==> src/rtl/hex_scan_sequencer_if.sv <==
// Bundle between the io_in pins and the hex scan sequencer:
// serial load, scan control, and segment/strobe outputs.
interface hex_scan_sequencer_if;
  logic       ser_in;
  logic       ser_valid;
  logic       commit;
  logic       freeze;
  logic       reverse;
  logic [6:0] seg;
  logic [1:0] digit_idx;
  logic       dp;
  logic       active;

  modport master (
    output ser_in, ser_valid, commit, freeze, reverse,
    input  seg, digit_idx, dp, active
  );

  modport slave (
    input  ser_in, ser_valid, commit, freeze, reverse,
    output seg, digit_idx, dp, active
  );
endinterface

==> src/rtl/hex_scan_sequencer.sv <==
// Serial-loaded four-digit hex display scanner with dwell prescaler,
// freeze and reverse-order control; all outputs registered.
module hex_scan_sequencer #(
  parameter int DWELL   = 1024,
  parameter int DWELL_W = 16
) (
  input  logic                  clk,
  input  logic                  reset,
  hex_scan_sequencer_if.slave   bus
);

  typedef enum logic [1:0] {
    BLANK = 2'd0,
    SCAN  = 2'd1,
    HOLD  = 2'd2
  } state_t;

  localparam logic [DWELL_W-1:0] LAST = DWELL_W'(DWELL - 1);

  state_t             state, state_d;
  logic [15:0]        sr, sr_d;
  logic [15:0]        dbuf, dbuf_d;
  logic [DWELL_W-1:0] cnt, cnt_d;
  logic [1:0]         idx, idx_d;
  logic [6:0]         seg, seg_d;
  logic               dp, dp_d;
  logic               active, active_d;
  logic [3:0]         nib;
  logic               wrap;

  function automatic logic [6:0] hex7(input logic [3:0] v);
    logic [6:0] s;
    unique case (v)
      4'h0: s = 7'h3F;
      4'h1: s = 7'h06;
      4'h2: s = 7'h5B;
      4'h3: s = 7'h4F;
      4'h4: s = 7'h66;
      4'h5: s = 7'h6D;
      4'h6: s = 7'h7D;
      4'h7: s = 7'h07;
      4'h8: s = 7'h7F;
      4'h9: s = 7'h6F;
      4'hA: s = 7'h77;
      4'hB: s = 7'h7C;
      4'hC: s = 7'h39;
      4'hD: s = 7'h5E;
      4'hE: s = 7'h79;
      default: s = 7'h71;
    endcase
    return s;
  endfunction

  always_comb begin
    unique case (idx)
      2'd0:    nib = dbuf[3:0];
      2'd1:    nib = dbuf[7:4];
      2'd2:    nib = dbuf[11:8];
      default: nib = dbuf[15:12];
    endcase
  end

  assign wrap = (cnt == LAST);

  always_comb begin
    state_d  = state;
    cnt_d    = cnt;
    idx_d    = idx;
    dbuf_d   = dbuf;
    sr_d     = sr;
    if (bus.ser_valid)
      sr_d = {sr[14:0], bus.ser_in};
    // Commit wins over freeze and loads the pre-shift register
    if (bus.commit) begin
      dbuf_d  = sr;
      cnt_d   = '0;
      idx_d   = bus.reverse ? 2'd3 : 2'd0;
      state_d = SCAN;
    end else begin
      unique case (state)
        SCAN: begin
          if (wrap) begin
            cnt_d = '0;
            idx_d = bus.reverse ? idx - 2'd1 : idx + 2'd1;
          end else begin
            cnt_d = cnt + 1'b1;
          end
          if (bus.freeze)
            state_d = HOLD;
        end
        HOLD: begin
          if (!bus.freeze)
            state_d = SCAN;
        end
        default: state_d = state;
      endcase
    end
  end

  always_comb begin
    seg_d    = (state == BLANK) ? 7'h00 : hex7(nib);
    active_d = (state != BLANK);
    dp_d     = (state != BLANK) && (idx == 2'd0);
  end

  always_ff @(posedge clk or posedge reset) begin
    if (reset) begin
      state  <= BLANK;
      sr     <= '0;
      dbuf   <= '0;
      cnt    <= '0;
      idx    <= '0;
      seg    <= '0;
      dp     <= 1'b0;
      active <= 1'b0;
    end else begin
      state  <= state_d;
      sr     <= sr_d;
      dbuf   <= dbuf_d;
      cnt    <= cnt_d;
      idx    <= idx_d;
      seg    <= seg_d;
      dp     <= dp_d;
      active <= active_d;
    end
  end

  assign bus.seg       = seg;
  assign bus.digit_idx = idx;
  assign bus.dp        = dp;
  assign bus.active    = active;

endmodule

==> src/flat_wrapper.sv <==
// flat-port wrapper written by rule: the top's interface ports become plain ports
module hex_scan_sequencer_flat 
#(
  parameter int DWELL   = 1024,
  parameter int DWELL_W = 16
)
  (clk, reset, bus_ser_in, bus_ser_valid, bus_commit, bus_freeze, bus_reverse, bus_seg, bus_digit_idx, bus_dp, bus_active);
  hex_scan_sequencer_if bus_i ();
  input  logic clk;
  input  logic reset;
  input wire logic [$bits(bus_i.ser_in)-1:0] bus_ser_in;
  input wire logic [$bits(bus_i.ser_valid)-1:0] bus_ser_valid;
  input wire logic [$bits(bus_i.commit)-1:0] bus_commit;
  input wire logic [$bits(bus_i.freeze)-1:0] bus_freeze;
  input wire logic [$bits(bus_i.reverse)-1:0] bus_reverse;
  output wire logic [$bits(bus_i.seg)-1:0] bus_seg;
  output wire logic [$bits(bus_i.digit_idx)-1:0] bus_digit_idx;
  output wire logic [$bits(bus_i.dp)-1:0] bus_dp;
  output wire logic [$bits(bus_i.active)-1:0] bus_active;
  assign bus_i.ser_in = bus_ser_in;
  assign bus_i.ser_valid = bus_ser_valid;
  assign bus_i.commit = bus_commit;
  assign bus_i.freeze = bus_freeze;
  assign bus_i.reverse = bus_reverse;
  assign bus_seg = bus_i.seg;
  assign bus_digit_idx = bus_i.digit_idx;
  assign bus_dp = bus_i.dp;
  assign bus_active = bus_i.active;
  hex_scan_sequencer #(.DWELL(DWELL), .DWELL_W(DWELL_W)) u_core (.clk(clk), .reset(reset), .bus(bus_i));
endmodule
==> config.mk <==
export PLATFORM = sky130hd
export DESIGN_NAME = hex_scan_sequencer_flat
export DESIGN_NICKNAME = d
export VERILOG_FILES = /design/src/rtl/hex_scan_sequencer_if.sv /design/src/rtl/hex_scan_sequencer.sv /design/src/flat_wrapper.sv
export SDC_FILE = /design/constraint.sdc
export NUM_CORES = 1
export LEC_CHECK = 0
export CAP_MARGIN = 10
export CORE_UTILIZATION = 60
export DETAILED_ROUTE_END_ITERATION = 12
export GPL_TIMING_DRIVEN = 1
export PLACE_DENSITY = 0.82
export SYNTH_ARGS = -nofsm -noshare
export SYNTH_HDL_FRONTEND = slang
export SYNTH_SLANG_ARGS = --single-unit
==> constraint.sdc <==
create_clock -name clk -period 3.7 [get_ports clk]
set_clock_uncertainty 0.05 [all_clocks]
set_input_delay 0.74 -clock clk [delete_from_list [all_inputs] [get_ports clk]]
set_output_delay 0.74 -clock clk [all_outputs]
set_load 0.01 [all_outputs]
==> impl_metrics.csv, run 1 <==
group,metric,value,unit
global_routing,vias_in_the_first_global_route,1894,
power_and_ir_drop,power-per-cell-area,632,nW/um^2
run_status,run_status,"finished with violations",
logic_synthesis,synth_edf_count,0,
placed_design,globalplace.congestion,0.859,
worst_setup_path,crit_fanout,7,
drt,ant_nets,0,
timing,timing.max_slew.rel_slack,49.4,%
worst_setup_path,critical_path_slowest_stage_cell,"sky130_fd_sc_hd__mux2i_1",
worst_setup_path,cp_depth,9,
timing,final.min_clock_period,2.70,ns
cts,worstSkewPairLatency,0.33,ns
logic_synthesis,synth.cell_area,2870,sq um
logic_synthesis,synth.largest_area_cell,"sky130_fd_sc_hd__dfrtp_1",
cts,cts_tree,"done",
worst_setup_path,critPathBufInv,2,
cts,post_cts.resized_instances,0,
finish,diodes,0,
worst_setup_path,timing.critical_path.cells,"inv_1 -> ha_1 -> a22oi_1 -> nand2_1 -> mux2i_1 -> inv_1 -> ha_1 -> mux2_1 -> a221oi_2",
drt,routed_via_density,5.73,
drt,initial_drt_pass_iterations,9,
logic_synthesis,async_reset_ff_share,100,%
global_routing,maximum_number_of_pins_on_one_net_before_global_route_repair,55,
timing,report.final.setup_viol,0,
logic_synthesis,synth-compound-area-share,7.50,%
finish,design.final.nets,287,
cts,cts_setup_buffers,0,
worst_setup_path,cp-end-kind,"register",
floorplan,floorplan.core_area,4470,sq um
finish,final-instance-count-excl-fill,326,
logic_synthesis,yosys.cell_count.top_type,"sky130_fd_sc_hd__dfrtp_1",
logic_synthesis,netlist-cell-type-count,48,
worst_setup_path,worst_path_largest_cell_delay,0.55,ns
finish,fin_util,73.9,%
worst_setup_path,timing.critical_path.max_delay_family,"multiplexers",
logic_synthesis,post_synth_mux_area_share,13.7,%
finish,multiInputGateArea,1250,sq um
placed_design,dp_hpwl,3.28,mm
logic_synthesis,synthesis.area_per_instance,11.7,sq um
run_status,violations,"design-rule violations",
logic_synthesis,synthAdderAreaFrac,4.80,%
logic_synthesis,synthesis.yosys.warnings,0,
cts,cts_inserted_buffers,9,
hold_path,hold-path-cell-count,2,
floorplan,die_height,71.1,um
flow_run,max_cap_viol,0,
cts,clock-sinks,61,
timing,timing.final.crit_share,72.9,%
timing,fin_setup_tns,0,ns
worst_setup_path,r2r_cells,9,
cts,clk_pin_slew_worst_paths,0.06,ns
worst_setup_path,worst_ep_required_time,3.89,ns
worst_setup_path,worst-setup-path-type,"register to register",
timing,postLayoutSetupSlackWorst,1.00,ns
finish,area.sequential,1530,sq um
finish,area_delta_synth_final,15.3,%
placed_design,port_buffers,17,
drt,dr.first_iter.drc_count,115,
floorplan,io-pin-count,18,
logic_synthesis,ys_seq_area_share,53.2,%
logic_synthesis,synth-main-ff-cell,"sky130_fd_sc_hd__dfrtp_1",
logic_synthesis,synth_top_family_by_area,"multiplexers",
placed_design,preCtsSetupSlack,1.12,ns
timing,max_slew.worst_pin.slew,0.751,ns
cts,cts_max_path_buffers,2,
timing,max_fclk,0.371,GHz
floorplan,die_x,71.1,um
finish,layout-drive-gt1-share,22.3,%
logic_synthesis,synth_top_cell_area_share,53.2,%
global_routing,number_of_antenna_violations_at_the_first_check_in_global_routing,0,
cts,cts.htree.levels,3,
placed_design,dp.cells,309,
floorplan,floorplan.initialDensity,64.1,%
cts,cts_hold_buffers_added,0,
drt,drc_errors,2,
logic_synthesis,synth_cells,246,
timing,report.final.hold_viol_count,0,
worst_setup_path,arrival,2.89,ns
timing,grt_setup_unrepaired,"false",
floorplan,die_area,5060,sq um
global_routing,grt.total_usage,22.8,%
logic_synthesis,synth_xor_area_share,4.89,%
global_routing,grt_first_pass_wirelength,8.73,mm
global_routing,global_route.overflow_total,0,
logic_synthesis,yosys-top-cells-count,"sky130_fd_sc_hd__dfrtp_1 (61), sky130_fd_sc_hd__mux2_2 (30), sky130_fd_sc_hd__nand2_1 (21)",
drt,overall_via_count_from_detail_route,1867,
logic_synthesis,ys_ff_latch,61,
floorplan,num_rows,24,
finish,filler_cells,342,
worst_setup_path,startpoint_type,"register",
power_and_ir_drop,static-leakage-power,1.50,nW
drt,post_drt_wl_per_cell,15.6,um
timing,timing_max_transition_violations_final,0,
logic_synthesis,ys_top_cells_by_area,"sky130_fd_sc_hd__dfrtp_1 (53%), sky130_fd_sc_hd__mux2_2 (12%), sky130_fd_sc_hd__ha_1 (4.8%), sky130_fd_sc_hd__nand2_1 (2.7%), sky130_fd_sc_hd__xnor2_1 (2.7%)",
logic_synthesis,syn-num-nets,264,
power_and_ir_drop,vdd_drop_max,0.000389,V
cts,clock-root-buffer,"sky130_fd_sc_hd__clkbuf_8",
hold_path,timing.hold.worst.class,"register to register",
logic_synthesis,synth-simple-area-share,12.8,%
drt,wl,5.09,mm
power_and_ir_drop,fin_total_pwr,2.09,mW
## sequential cells by signal, indices dropped and copies added, names as in the netlist
register	cells
u_core.bus.active	1
u_core.sr	16
u_core.dbuf	16
u_core.bus.dp	1
u_core.bus.digit_idx	2
u_core.state	2
u_core.cnt	16
u_core.bus.seg	7
## cells by family (layout without fill, tap and decap cells)
group / Yosys count / after routing
XOR/XNOR: 16 / 16
flip-flops: 61 / 61
AO/OA/AOI/OAI: 33 / 33
AND/OR/NAND/NOR: 70 / 70
adder cells (fa/ha/maj): 11 / 11
buffers and inverters: 20 / 48
multiplexers: 35 / 35
## through the flow
step | area [sq um] | hold slack, ns
2_1_floorplan | 2870 | 0.396
3_3_place_gp | 3080 | 0.420
3_5_place_dp | 3080 | 0.431
4_1_cts | 3290 | 0.449
5_1_grt | 3310 | 0.485
6_report | 3310 | 0.434
## worst register-to-register path: stages (launching register included)
cell	delay, ns
sky130_fd_sc_hd__dfrtp_1	0.44
sky130_fd_sc_hd__inv_1	0.09
sky130_fd_sc_hd__ha_1	0.25
sky130_fd_sc_hd__a22oi_1	0.20
sky130_fd_sc_hd__nand2_1	0.07
sky130_fd_sc_hd__mux2i_1	0.55
sky130_fd_sc_hd__inv_1	0.17
sky130_fd_sc_hd__ha_1	0.26
sky130_fd_sc_hd__mux2_1	0.31
sky130_fd_sc_hd__a221oi_2	0.22
## area by class of cell
| type | instances | share of cell area [%] |
|---|---|---|
| Clock inverter | 4 | 1.36 |
| Timing Repair Buffer | 20 | 6.21 |
| Sequential cell | 61 | 46.2 |
| Clock buffer | 12 | 4.99 |
| Inverter | 12 | 1.36 |
| Tap cell | 52 | 1.97 |
| Multi-Input combinational cell | 165 | 37.9 |
## per-layer routing
metal / wire [um] / vias to the layer above / global-route usage [%]
met5: 0 / - / 0
met4: 100 / 0 / 12.4
met3: 182 / 11 / 4.70
met2: 2350 / 37 / 36.2
met1: 2460 / 918 / 29.4
li1: - / 901 / -
## cells in the final DEF, fill, tap and decap left out, types with 3 or more instances in the layout
master,instances
sky130_fd_sc_hd__clkdlybuf4s50_1,17
sky130_fd_sc_hd__clkinv_2,3
sky130_fd_sc_hd__mux2_2,30
sky130_fd_sc_hd__nand3_1,6
sky130_fd_sc_hd__a22oi_1,3
sky130_fd_sc_hd__o21ai_0,9
sky130_fd_sc_hd__dfrtp_1,61
sky130_fd_sc_hd__mux2i_1,3
sky130_fd_sc_hd__ha_1,11
sky130_fd_sc_hd__nor2_1,19
sky130_fd_sc_hd__nand2_1,21
sky130_fd_sc_hd__xor2_1,7
sky130_fd_sc_hd__xnor2_1,9
sky130_fd_sc_hd__clkbuf_8,12
sky130_fd_sc_hd__a21oi_1,11
sky130_fd_sc_hd__inv_1,10
## power by group
group,switching [mW],total (mW),internal [mW]
Sequential,0.108,0.959,0.851
Combinational,0.246,0.525,0.280
Clock,0.241,0.604,0.362
## final timing paths
kind	startpoint	endpoint	slack (ns)
hold reg to reg	u_core.sr[15]	u_core.dbuf[15]	0.43
hold / removal	u_core.sr[15]	u_core.dbuf[15]	0.43
min in group asynchronous	reset	u_core.cnt[8]	0.58
setup / recovery	u_core.bus.digit_idx[0]	u_core.bus.seg[6]	1.00
setup reg to reg	u_core.bus.digit_idx[0]	u_core.bus.seg[6]	1.00
max in group asynchronous	reset	u_core.state[0]	2.34
(Power assumes the default switching activity.)
==> run 2, diff against run 1 <==
--- a/config.mk
+++ b/config.mk
@@ -6,10 +6,10 @@
 export NUM_CORES = 1
 export LEC_CHECK = 0
 export CAP_MARGIN = 10
-export CORE_UTILIZATION = 60
+export CORE_UTILIZATION = 53
 export DETAILED_ROUTE_END_ITERATION = 12
 export GPL_TIMING_DRIVEN = 1
-export PLACE_DENSITY = 0.82
+export PLACE_DENSITY = 0.76
 export SYNTH_ARGS = -nofsm -noshare
 export SYNTH_HDL_FRONTEND = slang
 export SYNTH_SLANG_ARGS = --single-unit
==> constraint.sdc (replaced) <==
create_clock -name clk -period 2.37 [get_ports clk]
set_clock_uncertainty 0.05 [all_clocks]
set_input_delay 0.474 -clock clk [delete_from_list [all_inputs] [get_ports clk]]
set_output_delay 0.474 -clock clk [all_outputs]
set_load 0.01 [all_outputs]
==> impl_metrics.csv, run 2 (synthesis gave the netlist of run 1 again) <==
group,metric,value,unit
run_status,run_status,"finished clean",
finish,design.final.nets,294,
finish,final-instance-count-excl-fill,351,
placed_design,place_area,3150,sq um
placed_design,preCtsSetupSlack,0.0220,ns
cts,cts_tree,"done",
floorplan,die_area,5710,sq um
cts,cts_max_path_buffers,2,
drt,drc_errors,0,
timing,report.final.hold_viol_count,0,
global_routing,met1_track_usage_gr,24.0,%
cts,clock-root-buffer,"sky130_fd_sc_hd__clkbuf_8",
worst_setup_path,timing.critical_path.from,"u_core.bus.digit_idx[0]",
finish,filler_cells,382,
finish,most-common-layout-cells,"sky130_fd_sc_hd__dfrtp_1 (60), sky130_fd_sc_hd__mux2_2 (30), sky130_fd_sc_hd__nand2_1 (21)",
global_routing,vias_in_the_first_global_route,1759,
power_and_ir_drop,vdd_drop_max,0.000589,V
global_routing,top_usage_layer,"met2",
timing,report.final.setup_viol,0,
global_routing,global_route.overflow_total,0,
drt,ant_nets,0,
hold_path,timing.hold.worst.class,"primary input to async pin",
worst_setup_path,critical_path.reg2reg.startpoint,"u_core.bus.digit_idx[0]",
floorplan,io-pin-count,18,
global_routing,gr-usage-met3,9.39,%
timing,hold_slack,0.445,ns
floorplan,die_height,75.6,um
drt,routed_via_density,5.31,
finish,finalInstanceArea,3380,sq um
power_and_ir_drop,static-leakage-power,1.51,nW
worst_setup_path,cp-end-kind,"register",
worst_setup_path,crit_fanout,4,
drt,initial_drt_pass_iterations,4,
placed_design,globalplace.congestion,0.854,
global_routing,grt_first_pass_wirelength,7.94,mm
floorplan,die_x,75.6,um
worst_setup_path,worst-setup-path-type,"register to register",
cts,cts_hold_buffers_added,0,
flow_run,max_cap_viol,0,
timing,max_fclk,0.449,GHz
cts,cts.htree.levels,3,
placed_design,dp_hpwl,3.21,mm
timing,timing_max_transition_violations_final,0,
worst_setup_path,worst_ep_required_time,2.57,ns
finish,layout-drive-gt1-share,25.3,%
cts,worstSkewPairLatency,0.35,ns
global_routing,number_of_antenna_violations_at_the_first_check_in_global_routing,0,
timing,grt_setup_unrepaired,"false",
finish,area_delta_synth_final,17.8,%
floorplan,num_rows,26,
cts,clk_pin_slew_worst_paths,0.07,ns
drt,dr.first_iter.drc_count,123,
timing,final.min_clock_period,2.23,ns
placed_design,port_buffers,17,
finish,top_regs,"u_core.cnt: 16 flops, u_core.dbuf: 16 flops, u_core.sr: 16 flops",
global_routing,met2_resource_use_gr,29.6,%
timing,timing.max_slew.rel_slack,69.5,%
power_and_ir_drop,fin_total_pwr,3.25,mW
timing,max_slew.worst_pin.slew,0.445,ns
drt,overall_via_count_from_detail_route,1865,
finish,mostFrequentLayoutCell,"sky130_fd_sc_hd__dfrtp_1",
timing,postLayoutSetupSlackWorst,0.141,ns
power_and_ir_drop,power-per-cell-area,962,nW/um^2
worst_setup_path,cp_common_cell,"sky130_fd_sc_hd__inv_1",
cts,cts_inserted_buffers,9,
worst_setup_path,critical_path_slowest_stage_cell,"sky130_fd_sc_hd__dfrtp_2",
worst_setup_path,timing.critical_path.cells,"inv_1 -> ha_1 -> a222oi_1 -> nand2_1 -> o21ai_2 -> inv_1 -> ha_2 -> mux2_1 -> a221oi_2",
placed_design,dp.cells,332,
worst_setup_path,critPathBufInv,2,
timing,timing.final.crit_share,94.1,%
worst_setup_path,arrival,2.43,ns
timing,fin_setup_tns,0,ns
worst_setup_path,timing.critical_path.max_delay_family,"compound AO/OA/AOI/OAI gates",
worst_setup_path,worst_path_largest_cell_delay,0.40,ns
global_routing,grt.total_usage,19.5,%
worst_setup_path,startpoint_type,"register",
floorplan,floorplan.initialDensity,55.4,%
floorplan,floorplan.core_area,5170,sq um
finish,fin_util,65.3,%
worst_setup_path,cp_depth,9,
drt,post_drt_wl_per_cell,13.8,um
cts,clock-sinks,61,
finish,diodes,0,
worst_setup_path,r2r_cells,9,
global_routing,maximum_number_of_pins_on_one_net_before_global_route_repair,62,
drt,wl,4.85,mm
[run 2: cell count changes in the layout (fill, tap and decap cells not counted), sizes merged]
| cell | delta |
|---|---|
| buf | +7 |
| clkbuf | -2 |
| clkinv | -1 |
| clkinvlp | +3 |
[run 2: final timing paths]
| check | slack, ns | to |
|---|---|---|
| worst max-delay path | 0.14 | u_core.bus.seg[6] |
| min in group clk | 0.45 | u_core.dbuf[15] |
| worst max register to register | 0.14 | u_core.bus.seg[6] |
| worst min register to register | 0.45 | u_core.dbuf[15] |
| max in group asynchronous | 1.55 | u_core.bus.digit_idx[0] |
| worst min-delay path | 0.45 | u_core.cnt[8] |
[run 2: layout make-up]
type,instances,area (sq um),share of cell area (%)
Tap cell,70,87.6,2.59
Timing Repair Buffer,27,258,7.63
Sequential cell,61,1530,45.2
Multi-Input combinational cell,165,1260,37.3
Clock buffer,10,138,4.07
Clock inverter,6,62.6,1.85
Inverter,12,45.0,1.33
[run 2: per-layer routing]
metal	routed length, um	vias to the layer above	share of wire, %
met5	0	-	0
li1	-	913	-
met3	270	10	5.6
met1	2240	896	46
met4	93	0	1.9
met2	2250	46	46
[run 2: what timing repair did]
item / 4_1_cts / 5_1_grt
setup buffers: 0 / 3
endpoints found under the setup margin: 0 / 4
gates resized for setup: 0 / 3
[run 2: tightest hold or removal path, delay by kind of cell]
family,cells,cell delay [ns]
buf+inv,3,0.76
[run 2: report_power, final]
part / internal [mW] / switching [mW] / leakage (nW)
clock network: 0.509 / 0.414 / 0.0943
logic: 0.461 / 0.381 / 0.665
registers: 1.33 / 0.158 / 0.754
